`src/rtl/processor_pkg.sv`:
```
// rtl/processor_pkg.sv - shared constants and pointer helper for the return address stack
package processor_pkg;

    // Default width of the PC and of every stored return address.
    localparam int ADDR_WIDTH_DEFAULT = 12;

    // Overflow policies.
    localparam int OVF_REFUSE   = 0;
    localparam int OVF_CIRCULAR = 1;

    // Modulo-depth step with an explicit wrap, so that depth does not have to be a power of two.
    // up=1 increments the pointer; up=0 decrements it.
    function automatic int unsigned ptr_step(input int unsigned ptr,
                                             input int unsigned depth,
                                             input bit          up);
        if (up)
            return (ptr >= depth - 1) ? 0 : ptr + 1;
        else
            return (ptr == 0) ? depth - 1 : ptr - 1;
    endfunction

endpackage

```
`src/rtl/stack_pointer_ctrl.sv`:
```
// rtl/stack_pointer_ctrl.sv - top pointer, occupancy and push/pop/replace decode
//
// Ports:
//   clock, reset           rising-edge clock, synchronous active-high reset
//   push_req, pop_req      call / return requests, sampled every edge
//   wr_en, wr_idx          storage write strobe and slot to write
//   rd_idx                 slot holding the current top entry
//   depth_count            entries held, 0..DEPTH
//   full, empty            decodes of depth_count
module stack_pointer_ctrl
    import processor_pkg::*;
#(
    parameter int DEPTH         = 8,
    parameter int OVERFLOW_MODE = OVF_REFUSE,
    parameter int PW            = (DEPTH > 1) ? $clog2(DEPTH) : 1,
    parameter int CW            = $clog2(DEPTH + 1)
) (
    input  logic          clock,
    input  logic          reset,
    input  logic          push_req,
    input  logic          pop_req,
    output logic          wr_en,
    output logic [PW-1:0] wr_idx,
    output logic [PW-1:0] rd_idx,
    output logic [CW-1:0] depth_count,
    output logic          full,
    output logic          empty
);

    logic [PW-1:0] tp;
    logic [PW-1:0] tp_nxt;
    logic [PW-1:0] tp_inc;
    logic [CW-1:0] count_nxt;
    logic          push_eff;

    assign full   = (depth_count == CW'(DEPTH));
    assign empty  = (depth_count == '0);
    assign tp_inc = PW'(ptr_step(32'(tp), DEPTH, 1'b1));
    assign rd_idx = PW'(ptr_step(32'(tp), DEPTH, 1'b0));

    // A call together with a return on an empty stack degenerates to a plain push.
    assign push_eff = push_req && (!pop_req || empty);

    always_comb begin
        wr_en     = 1'b0;
        wr_idx    = tp;
        tp_nxt    = tp;
        count_nxt = depth_count;
        if (push_req && pop_req && !empty) begin
            // Tail call: overwrite the top entry in place.
            wr_en  = 1'b1;
            wr_idx = rd_idx;
        end else if (push_eff) begin
            if (!full) begin
                wr_en     = 1'b1;
                tp_nxt    = tp_inc;
                count_nxt = depth_count + 1'b1;
            end else if (OVERFLOW_MODE == OVF_CIRCULAR) begin
                // When full, tp points at the oldest entry; it is the one sacrificed.
                wr_en  = 1'b1;
                tp_nxt = tp_inc;
            end
        end else if (pop_req && !push_req && !empty) begin
            tp_nxt    = rd_idx;
            count_nxt = depth_count - 1'b1;
        end
    end

    always_ff @(posedge clock) begin
        if (reset) begin
            tp          <= '0;
            depth_count <= '0;
        end else begin
            tp          <= tp_nxt;
            depth_count <= count_nxt;
        end
    end

endmodule

```
`src/rtl/return_address_stack.sv`:
```
// rtl/return_address_stack.sv - parametrised return address stack for nested CALL/RTS
//
// Ports:
//   clock, reset                         rising-edge clock, synchronous active-high reset
//   subroutine_call, subroutine_return   push / pop requests, one operation per sampled edge
//   PC                                   current PC; PC+RETURN_OFFSET is pushed
//   clear_errors                         clears the sticky flags (a same-cycle error wins)
//   RTS_adr                              top of stack, 0 when empty, valid in the pop cycle
//   depth_count, full, empty             occupancy status
//   overflow, underflow                  sticky error flags
module return_address_stack
    import processor_pkg::*;
#(
    parameter int ADDR_WIDTH    = ADDR_WIDTH_DEFAULT,
    parameter int DEPTH         = 8,
    parameter int RETURN_OFFSET = 0,
    parameter int OVERFLOW_MODE = OVF_REFUSE,
    parameter int CW            = $clog2(DEPTH + 1)
) (
    input  logic                  clock,
    input  logic                  reset,
    input  logic                  subroutine_call,
    input  logic                  subroutine_return,
    input  logic [ADDR_WIDTH-1:0] PC,
    input  logic                  clear_errors,
    output logic [ADDR_WIDTH-1:0] RTS_adr,
    output logic [CW-1:0]         depth_count,
    output logic                  full,
    output logic                  empty,
    output logic                  overflow,
    output logic                  underflow
);

    localparam int PW = (DEPTH > 1) ? $clog2(DEPTH) : 1;

    logic [ADDR_WIDTH-1:0] mem [DEPTH];
    logic [ADDR_WIDTH-1:0] push_value;
    logic                  wr_en;
    logic [PW-1:0]         wr_idx;
    logic [PW-1:0]         rd_idx;
    logic                  overflow_evt;
    logic                  underflow_evt;

    stack_pointer_ctrl #(
        .DEPTH         (DEPTH),
        .OVERFLOW_MODE (OVERFLOW_MODE),
        .PW            (PW),
        .CW            (CW)
    ) u_ptr (
        .clock       (clock),
        .reset       (reset),
        .push_req    (subroutine_call),
        .pop_req     (subroutine_return),
        .wr_en       (wr_en),
        .wr_idx      (wr_idx),
        .rd_idx      (rd_idx),
        .depth_count (depth_count),
        .full        (full),
        .empty       (empty)
    );

    // Truncating add: the return address wraps modulo 2^ADDR_WIDTH.
    assign push_value = PC + ADDR_WIDTH'(RETURN_OFFSET);

    // Storage needs no reset; empty masks stale contents on the read port.
    always_ff @(posedge clock) begin
        if (wr_en)
            mem[wr_idx] <= push_value;
    end

    assign RTS_adr = empty ? '0 : mem[rd_idx];

    // A tail call is never an error, even on a full or empty stack.
    assign overflow_evt  = subroutine_call && !subroutine_return && full;
    assign underflow_evt = subroutine_return && !subroutine_call && empty;

    always_ff @(posedge clock) begin
        if (reset) begin
            overflow  <= 1'b0;
            underflow <= 1'b0;
        end else begin
            overflow  <= overflow_evt  || (overflow  && !clear_errors);
            underflow <= underflow_evt || (underflow && !clear_errors);
        end
    end

endmodule

```
`config.mk`:
```
export PLATFORM = sky130hd
export DESIGN_NAME = return_address_stack
export DESIGN_NICKNAME = d
export VERILOG_FILES = /design/src/rtl/processor_pkg.sv /design/src/rtl/stack_pointer_ctrl.sv /design/src/rtl/return_address_stack.sv
export SDC_FILE = /design/constraint.sdc
export NUM_CORES = 1
export LEC_CHECK = 0
export CAP_MARGIN = 15
export CORE_MARGIN = 2
export CORE_UTILIZATION = 34
export CTS_CLUSTER_SIZE = 10
export DETAILED_ROUTE_END_ITERATION = 8
export HOLD_SLACK_MARGIN = 0.15
export PLACE_DENSITY_LB_ADDON = 0.1
export SLEW_MARGIN = 5
export SYNTH_ARGS = -nofsm -noshare
export SYNTH_HDL_FRONTEND = slang
export SYNTH_SLANG_ARGS = --single-unit
```
`constraint.sdc`:
```
create_clock -name clock -period 11.75 [get_ports clock]
set_clock_uncertainty 0.05 [all_clocks]
set_input_delay 1.7625 -clock clock [delete_from_list [all_inputs] [get_ports clock]]
set_output_delay 1.7625 -clock clock [all_outputs]
set_load 0.01 [all_outputs]
```
==> results.json <==
{
  "utilization_pct": 42.0,
  "maxClockFrequency_ghz": 0.207,
  "crit_path_frequent_cell": "inv_1",
  "setup_viol": 0,
  "cts_root_buf": "clkbuf_16",
  "synth_ff_type": "edfxtp_1",
  "clk_path_buf_depth": 2,
  "synthSimpleGateAreaFrac_pct": 6.11,
  "hold_path.class": "reg2reg",
  "min_period_ps": 4840,
  "firstDrtPassIters": 4,
  "seq_area_um2": 3060,
  "dp.cells": 460,
  "required_ps": 9940,
  "die_h_um": 117,
  "synth_cell_type_count": 42,
  "path_cells": "inv_1 > ha_1 > inv_1 > o21ai_2 > buf_4 > mux4_2 > nand2_1 > a21oi_1 > clkdlybuf4s50_1",
  "crit_path_end_kind": "primary output",
  "critPathKind": "reg2out",
  "synth_compound_area_share_pct": 5.94,
  "cts_resized": 0,
  "rsz0062_at_grt": "no",
  "vdd_ir_drop_max_mv": 0.0902,
  "hold_viol_final": 0,
  "clkPwrFrac_pct": 21.7,
  "swShare_pct": 34.4,
  "antenna_cells": 0,
  "cts_setup_buffers": 0,
  "report.final.slew_viol_count": 0,
  "wl_per_cell_um": 19.9,
  "antenna_found_initial": 0,
  "p_leak_nw": 1.74,
  "internal_power_mw": 0.957,
  "area_growth_pct": 21.2,
  "clkLatencyLatePin_ps": 350,
  "arrival_ps": 3030,
  "synth_adder_area_share_pct": 1.72,
  "crit_buf_inv": 4,
  "routed-via-count": 2340,
  "ys_ff_latch": 105,
  "remaining_drc_errors": 0,
  "p_sw_mw": 0.502,
  "multi_input_area_um2": 1250,
  "syn_inst": 255,
  "grt_usage_pct": 14.9,
  "slowest_delay_ps": 580,
  "cp_slowest_cell": "clkdlybuf4s50_1",
  "gp_congestion": 0.691,
  "synth.net_count": 278,
  "synth_top_family_by_area": "multiplexers",
  "io_pins": 37,
  "drtIter0Drc": 140,
  "cp_max_fo": 19,
  "place_area_um2": 4970,
  "comb_power_share_pct": 42.8,
  "yosysTopAreaCell": "edfxtp_1",
  "status": "complete, no violations",
  "grt_max_degree": 28,
  "hold_slack_ps": 457,
  "initial_core_util_pct": 34.7,
  "maxCapViolCount": 0,
  "syn_area_um2": 4360,
  "grt_pass1_wl_mm": 14.3,
  "startpoint_type": "flip-flop",
  "core_area_um2": 12600,
  "syn_area_per_cell_um2": 17.1,
  "cts_buffers": 9,
  "power-per-cell-area_nw_per_um2": 276,
  "synth-warning-count": 0,
  "ys_seq_area_share_pct": 70.3,
  "cts-htree-levels": 3,
  "antenna_left": 0,
  "totalWireLength_mm": 9.46,
  "timing.final.crit_share_pct": 41.2,
  "via_per_inst": 4.93,
  "io_buffers": 36,
  "yosysTopAreaCellShare_pct": 66.1,
  "synth_edf_count": 96,
  "seq_power_share_pct": 35.5,
  "critPathTopFamily": "buffers and inverters",
  "slew_headroom_pct": 39.6,
  "fillers": 1133,
  "post-place-ws_ps": 7230,
  "tritoncts": "yes",
  "hpwl_mm": 5.62,
  "drive_above_1_share_pct": 20.8,
  "fin_tns_setup_ps": 0,
  "total_power_mw": 1.46,
  "cts-hold-fix-buffers": 0,
  "tightest_slew_ps": 907,
  "fin_area_um2": 5280,
  "fp.dieArea_um2": 13700,
  "synth-xor-area-share_pct": 0.603,
  "grt_pass1_vias": 2381,
  "synthTopCellsByArea": "edfxtp_1 66%, mux4_2 12%, dfxtp_1 4.1%",
  "clock_sinks": 105,
  "die_w_um": 117,
  "num_rows": 41,
  "muxShareOfSynthArea_pct": 13.4,
  "setup_slack_ps": 6910,
  "final_nets": 322,
  "netlist_top_cells_count": "96 x edfxtp_1, 28 x nand2_1, 24 x mux4_2, 16 x a21oi_1, 12 x nor2_1",
  "synth.most_common_cell": "edfxtp_1",
  "synth-async-reset-ratio_pct": 0,
  "finalNonFillerCells": 475,
  "clk_pin_slew_worst_paths_ps": 70,
  "overflow": 0
}
cells in the final DEF, fill, tap and decap left out, drive strengths merged, types with 2 or more instances in the layout:
master	instances
edfxtp	96
clkdlybuf4s50	36
nand2	28
mux4	24
a21oi	20
nor2	12
clkbuf	10
dfxtp	9
buf	8
inv	8
ha	6
nor3	6
and3	3
mux2i	3
o21ai	3
a21o	2
a32oi	2
nand2b	2
a211oi	2
xnor2	2
bufinv	2
nand3	2
cell families (layout without fill, tap and decap cells):
group / after synthesis / in the layout
AND/OR/NAND/NOR: 58 / 58
buffers and inverters: 18 / 66
AO/OA/AOI/OAI: 37 / 37
flip-flops: 105 / 105
multiplexers: 28 / 28
XOR/XNOR: 3 / 3
adder cells (fa/ha/maj): 6 / 6
final timing paths:
kind,from,to,slack (ps),cells after the start
max,u_ptr.tp[0],RTS_adr[4],6910,9
min,underflow,underflow,460,2
max reg2reg,u_ptr.tp[0],mem[1][0],8360,7
min reg2reg,underflow,underflow,460,2
per-layer routing:
layer	wire (um)	share of wire [%]	global-route usage (%)	vias to the layer above
li1	-	-	-	1093
met2	4630	49	23.9	31
met5	0	0	0	-
met4	194	2.1	6.82	0
met1	4400	46	19.7	1205
met3	234	2.5	2.99	11
registers in the layout (all words and copies together), names as in the netlist:
signal / cells
mem: 96
u_ptr.depth_count: 4
u_ptr.tp: 3
overflow: 1
underflow: 1
final cells by class:
class	count	area share, %
flip-flops and latches	105	58.0
multi-input cells	132	23.6
repair buffers	44	7.96
clock buffers	10	4.33
well taps	172	4.07
clock inverters	5	1.52
inverters	7	0.545
power by group through the flow:
stage / combinational [mW] / sequential, mW / clock, mW
finish: 0.624 / 0.518 / 0.316
global placement: 0.640 / 0.525 / 0
floorplan: 0.396 / 0.514 / 0
global route: 0.683 / 0.525 / 0.338
detailed placement: 0.642 / 0.527 / 0
CTS: 0.643 / 0.519 / 0.327
worst reg2reg max path, cell delays in order (launching register included):
cell and delay [ps]:
dfxtp_1 460, inv_1 140, ha_1 260, nor3_1 300
a21o_1 560, nor2_1 180, a21oi_2 330, and3_1 730
Note: power is estimated with default switching activity, not from simulation.
